[src/rtl/regfile_wb_ctrl.sv]
`default_nettype none
// +--------------------------------------------------------------------------+
// | regfile_wb_ctrl                                                          |
// | Write-back arbiter (ALU over LSU) and long-latency scoreboard for the    |
// | 32x32 register file.                                                     |
// | Rev 1.0                                                                  |
// +--------------------------------------------------------------------------+
module regfile_wb_ctrl #(
  parameter int STARVE_LIMIT = 4,
  parameter int CNT_W        = 4
) (
  input  logic        clk,
  input  logic        rst,

  input  logic        iss_valid_i,
  input  logic        iss_long_i,
  input  logic [4:0]  iss_rd_i,

  input  logic        dec_valid_i,
  input  logic        dec_long_i,
  input  logic [4:0]  dec_rs1_i,
  input  logic [4:0]  dec_rs2_i,
  input  logic [4:0]  dec_rd_i,
  output logic        dec_stall_o,

  input  logic        alu_we_i,
  input  logic [4:0]  alu_rd_i,
  input  logic [31:0] alu_data_i,
  output logic        alu_hold_o,

  input  logic        lsu_valid_i,
  input  logic [4:0]  lsu_rd_i,
  input  logic [31:0] lsu_data_i,
  output logic        lsu_ready_o,

  output logic        rf_we_o,
  output logic [4:0]  rf_rd_o,
  output logic [31:0] rf_rd_data_o,
  output logic [31:0] busy_o,
  output logic        err_o
);

  localparam logic [CNT_W-1:0] C_LIMIT = CNT_W'(STARVE_LIMIT);

  logic        rf_we_q,   rf_we_d;
  logic [4:0]  rf_rd_q,   rf_rd_d;
  logic [31:0] rf_data_q, rf_data_d;
  logic [31:0] busy_q,    busy_d;
  logic [CNT_W-1:0] cnt_q, cnt_d;
  logic        err_q,     err_d;

  logic w_alu_eff;
  logic w_xfer;
  logic w_set;
  logic w_hold;
  logic w_rs1_haz;
  logic w_rs2_haz;
  logic w_waw_haz;
  logic w_lsu_orphan;

  // A write to x0 is a no-op and must not steal the port from the LSU.
  assign w_alu_eff    = alu_we_i && (alu_rd_i != 5'd0);
  assign lsu_ready_o  = !w_alu_eff;
  assign w_xfer       = lsu_valid_i && lsu_ready_o;
  assign w_set        = iss_valid_i && iss_long_i && (iss_rd_i != 5'd0);
  assign w_hold       = lsu_valid_i && (cnt_q == C_LIMIT);
  assign alu_hold_o   = w_hold;
  assign w_lsu_orphan = w_xfer && (lsu_rd_i != 5'd0) && !busy_q[lsu_rd_i];

  // A write registered this cycle lands in the array at the next edge,
  // so a reader in decode would still see the stale value.
  assign w_rs1_haz = (dec_rs1_i != 5'd0) &&
                     (busy_q[dec_rs1_i] || (rf_we_q && (rf_rd_q == dec_rs1_i)));
  assign w_rs2_haz = (dec_rs2_i != 5'd0) &&
                     (busy_q[dec_rs2_i] || (rf_we_q && (rf_rd_q == dec_rs2_i)));
  assign w_waw_haz = dec_long_i && (dec_rd_i != 5'd0) && busy_q[dec_rd_i];

  assign dec_stall_o = dec_valid_i && (w_rs1_haz || w_rs2_haz || w_waw_haz);

  always_comb begin
    rf_we_d   = 1'b0;
    rf_rd_d   = rf_rd_q;
    rf_data_d = rf_data_q;
    if (w_alu_eff) begin
      rf_we_d   = 1'b1;
      rf_rd_d   = alu_rd_i;
      rf_data_d = alu_data_i;
    end else if (w_xfer) begin
      rf_we_d   = 1'b1;
      rf_rd_d   = lsu_rd_i;
      rf_data_d = lsu_data_i;
    end
  end

  // Clear is applied before set so a same-index issue keeps the bit.
  always_comb begin
    busy_d = busy_q;
    if (w_xfer) begin
      busy_d[lsu_rd_i] = 1'b0;
    end
    if (w_set) begin
      busy_d[iss_rd_i] = 1'b1;
    end
    busy_d[0] = 1'b0;
  end

  always_comb begin
    cnt_d = cnt_q;
    if (!lsu_valid_i || w_xfer) begin
      cnt_d = '0;
    end else if (cnt_q != C_LIMIT) begin
      cnt_d = cnt_q + CNT_W'(1);
    end
  end

  assign err_d = err_q || (w_alu_eff && w_hold) || w_lsu_orphan;

  always_ff @(posedge clk) begin
    if (rst) begin
      rf_we_q   <= 1'b0;
      rf_rd_q   <= 5'd0;
      rf_data_q <= 32'd0;
      busy_q    <= 32'd0;
      cnt_q     <= '0;
      err_q     <= 1'b0;
    end else begin
      rf_we_q   <= rf_we_d;
      rf_rd_q   <= rf_rd_d;
      rf_data_q <= rf_data_d;
      busy_q    <= busy_d;
      cnt_q     <= cnt_d;
      err_q     <= err_d;
    end
  end

  assign rf_we_o      = rf_we_q;
  assign rf_rd_o      = rf_rd_q;
  assign rf_rd_data_o = rf_data_q;
  assign busy_o       = busy_q;
  assign err_o        = err_q;

endmodule
`default_nettype wire

[config.mk]
export PLATFORM = sky130hd
export DESIGN_NAME = regfile_wb_ctrl
export DESIGN_NICKNAME = d
export VERILOG_FILES = /design/src/rtl/regfile_wb_ctrl.sv
export SDC_FILE = /design/constraint.sdc
export NUM_CORES = 1
export LEC_CHECK = 0
export ABC_CLOCK_PERIOD_IN_PS = 3500
export CAP_MARGIN = 20
export CELL_PAD_IN_SITES_DETAIL_PLACEMENT = 2
export CELL_PAD_IN_SITES_GLOBAL_PLACEMENT = 2
export CORE_MARGIN = 5
export CORE_UTILIZATION = 39
export DETAILED_ROUTE_END_ITERATION = 8
export DONT_BUFFER_PORTS = 1
export GPL_ROUTABILITY_DRIVEN = 0
export PLACE_DENSITY = 0.9
export SYNTH_ARGS = -nofsm -noshare
export SYNTH_HDL_FRONTEND = slang
export SYNTH_SLANG_ARGS = --single-unit
export TNS_END_PERCENT = 100
[constraint.sdc]
create_clock -name clk -period 3.5 [get_ports clk]
set_clock_uncertainty 0.15 [all_clocks]
set_input_delay 0.525 -clock clk [delete_from_list [all_inputs] [get_ports clk]]
set_output_delay 0.525 -clock clk [all_outputs]
set_load 0.1 [all_outputs]
==> results.py, run 1 <==
metrics = {
    "status": {
        "status": "complete, no violations",
    },
    "worst_setup_path": {
        "critPathMaxStageDelay_ps": 450,
        "crit_fanout": 4,
        "cp.arrival_ps": 2570,
        "reg2reg_depth": 6,
        "rr_startpoint": "busy_o[18]$_SDFF_PP0_",
        "required_ps": 2820,
        "critPathSlowestCell": "dfxtp_1",
        "path_class": "reg2out",
        "path_cells": "buf_4 > mux2i_1 > a31oi_1 > nand4_1 > a21oi_1 > a2bb2oi_1 > a211o_1 > buf_12",
        "reg2reg_to": "err_o$_SDFF_PP0_",
        "path_buf_inv": 2,
        "critPathLaunchType": "flop",
        "end_kind": "primary output",
        "regToRegSetupSlack_ps": 1230,
        "critPathTopFamily": "compound AO/OA/AOI/OAI gates",
    },
    "global_route": {
        "grt_pass1_vias": 4958,
        "antenna_found_initial": 0,
        "grt_max_degree": 75,
        "grt_pass1_wl_um": 29600,
        "grt.total_usage_pct": 29.1,
        "grt_overflow": 0,
    },
    "logic_synthesis": {
        "yosys-top-cells-area": "dfxtp_1 33%, mux4_2 11%, mux2i_1 11%",
        "synth-seq-cells": 74,
        "synth_cells": 490,
        "synth_area_um2": 4430,
        "synth_edf_count": 0,
        "syn_nets": 594,
        "yosysWarnings": 0,
        "yosysSeqAreaShare_pct": 33.4,
        "yosys.area.top_type": "dfxtp_1",
        "async_reset_ff_share_pct": 0,
        "synth_top_area_share_pct": 33.4,
        "syn_avg_cell_area_um2": 9.05,
        "yosysUniqueCellTypes": 48,
        "ys.flop_type": "dfxtp_1",
    },
    "place": {
        "port-buffer-count": 0,
        "dp_cells": 637,
        "dp_hpwl_um": 13800,
    },
    "pwr": {
        "p_leak_nw": 1.92,
        "vdd_drop_max_v": 0.000253,
        "p_per_area_nw_per_um2": 472,
        "p_seq_share_pct": 46.9,
        "p_clk_share_pct": 41.2,
        "power_frac_comb_pct": 11.8,
        "p_switching_mw": 0.843,
        "swShare_pct": 34.9,
        "cellInternalPower_mw": 1.57,
    },
    "drt": {
        "firstDrtPassIters": 5,
        "drtIter0Drc": 354,
        "wl_per_cell_um": 30.7,
        "drt-total-wl_um": 20100,
        "avgViaCountPerCell": 6.81,
        "ant_nets": 0,
        "via_count": 4448,
        "drc_errors": 0,
    },
    "cells_and_area": {
        "fillers": 1182,
        "syn_to_final_growth_pct": 15.2,
        "num-nets-final": 609,
        "finish.utilization_pct": 45.3,
        "finalNonFillerCells": 653,
        "n_antenna_cell": 0,
        "drive_gt1_share_pct": 17.3,
    },
    "clock_network": {
        "numClockSinks": 74,
        "cts_buffers": 9,
        "cts_hold_buf": 0,
        "cts_tree": "done",
        "cts.repair.resized": 0,
        "clkTransAtPathRegs_ps": 70,
        "cts_root_buffer": "clkbuf_16",
        "cts_max_level": 3,
        "cts_setup_buffers": 0,
        "cts_buffer_depth": 2,
        "clk_latency_ps": 340,
    },
    "hold_path": {
        "worstHoldPathCells": 1,
        "holdPathEnd": "rf_rd_data_o[9]$_SDFFE_PP0P_",
        "hold_class": "in2reg",
        "min_from": "rst",
    },
    "floorplan": {
        "pin_count": 176,
        "start_util_pct": 39.3,
        "die_area_um2": 13600,
        "fp.dieW_um": 117,
        "row_count": 39,
        "die_y_um": 117,
        "core_area_um2": 11300,
    },
    "sta": {
        "slew_viol_final": 0,
        "setup_viol": 0,
        "relSlewSlack_pct": 22.4,
        "worst_pin_slew_ps": 1160,
        "post-route-period-util_pct": 92.6,
        "hold_viol": 0,
        "fin_crit_ps": 3240,
        "fin_tns_setup_ps": 0,
        "rsz0062_at_grt": "false",
        "max_freq_ghz": 0.309,
    },
    "flow_run": {
        "max_cap_viol_count": 0,
    },
}
layer usage:
| layer | routed length (um) | part of all wire [%] | GRT usage, % |
|---|---|---|---|
| met1 | 7300 | 36 | 33.5 |
| met2 | 10000 | 50 | 48.9 |
| met3 | 1750 | 8.7 | 7.62 |
| met4 | 1030 | 5.1 | 16.7 |
| met5 | 0 | 0 | 0 |
kinds of logic after synthesis:
family	share of synthesized area (%)
xor gates and xnor gates	2.37
adders and majority gates	0.564
DFF	33.4
AOI/OAI and AO/OA	18.3
muxes	24.7
other	0.0846
and+or+nand+nor	15.8
buffers and inverters	4.80
power by group through the flow:
stage,clock (mW),combinational [mW],sequential (mW)
2_1_floorplan,0,0.210,1.19
3_3_place_gp,0,0.262,1.15
3_5_place_dp,0,0.278,1.15
4_1_cts,1.00,0.284,1.13
5_1_grt,1.03,0.301,1.14
6_report,0.995,0.285,1.13
how the worst max path moves through the flow:
stage                               start     endpoint  slack [ps]  depth (start not counted)
finish              busy_o[23]$_SDFF_PP0_  dec_stall_o         260                          8
global placement             dec_rs2_i[0]  dec_stall_o         700                          6
floorplan            busy_o[3]$_SDFF_PP0_  dec_stall_o         270                          5
CTS                  busy_o[3]$_SDFF_PP0_  dec_stall_o         300                          8
global route         busy_o[3]$_SDFF_PP0_  dec_stall_o         240                          8
detailed placement           dec_rs2_i[0]  dec_stall_o         620                          6
flip-flops by register name, indices dropped and copies added (netlist names):
| signal | flops |
|---|---|
| busy_o | 31 |
| cnt_q | 4 |
| err_o | 1 |
| rf_rd_data_o | 32 |
| rf_rd_o | 5 |
| rf_we_o | 1 |
cell usage after synthesis (5+ instances only):
master    count
a21oi_1      46
nand2_1      40
buf_2        11
dfxtp_1      74
clkbuf_1     20
xnor2_1       8
inv_1        12
o21ai_0      33
nor3b_1       7
nor2_1       50
nand3_1       6
a211oi_1     37
mux4_2       22
mux2i_1      47
nand3b_1      8
buf_1         5
worst reg2reg max path, cell delays in order (launching register included):
cell and delay (ps):
dfxtp_1 390, buf_4 280, mux4_2 510, and3_1 200
nor4_1 320, nand4_1 200, a21oi_1 160
cells in the final DEF (no fill, tap or decap), types with 2 or more instances in the layout:
cell type   n
nor2b_1     2
nand2_1    40
nor3_1      2
xor2_1      4
ha_1        2
nand3b_1    8
buf_4      40
inv_6       3
nor2_1     49
o211ai_1    2
clkbuf_16   9
mux2_2      2
dfxtp_1    74
nand4b_1    2
a211oi_1   37
or3b_2      2
inv_1      12
nand4_1     4
nand3_1     6
xnor2_1     8
o22ai_1     3
or3_1       4
a31oi_1     2
o21ai_0    33
and3_1      3
a211o_1     2
or4_1       2
mux4_1      4
nor3b_1     7
mux4_2     22
buf_12      2
a21oi_1    46
mux2i_1    47
o31ai_1     2
nor4_1      3
nand2b_1    4
metrics by stage:
stage / area, um2 / hold WS (ps) / power [mW] / setup slack [ps]
6_report: 5110 / 103 / 2.41 / 259
5_1_grt: 5110 / 88.6 / 2.47 / 243
4_1_cts: 5110 / 90.3 / 2.42 / 298
3_5_place_dp: 4790 / 382 / 1.43 / 619
3_3_place_gp: 4790 / 337 / 1.41 / 697
2_1_floorplan: 4430 / 322 / 1.40 / 271
area by class of cell:
cell class	count	area [um2]	share of cell area [%]
timing repair buffer	42	340	6.67
inverter	12	45.0	0.882
multi-input combinational	366	2750	53.8
tap	143	179	3.50
clock inverter	6	72.6	1.42
clock buffer	10	239	4.68
sequential	74	1480	29.0
Power figures use the tool's default switching activity.
==> run 2: changes to the inputs <==
--- a/config.mk
+++ b/config.mk
@@ -11,6 +11,7 @@
 export CELL_PAD_IN_SITES_GLOBAL_PLACEMENT = 2
 export CORE_MARGIN = 5
 export CORE_UTILIZATION = 39
+export CTS_CLUSTER_DIAMETER = 150
 export DETAILED_ROUTE_END_ITERATION = 8
 export DONT_BUFFER_PORTS = 1
 export GPL_ROUTABILITY_DRIVEN = 0
==> results of run 2 <==
Final layout, timing and power as in run 1 (identical DEF).
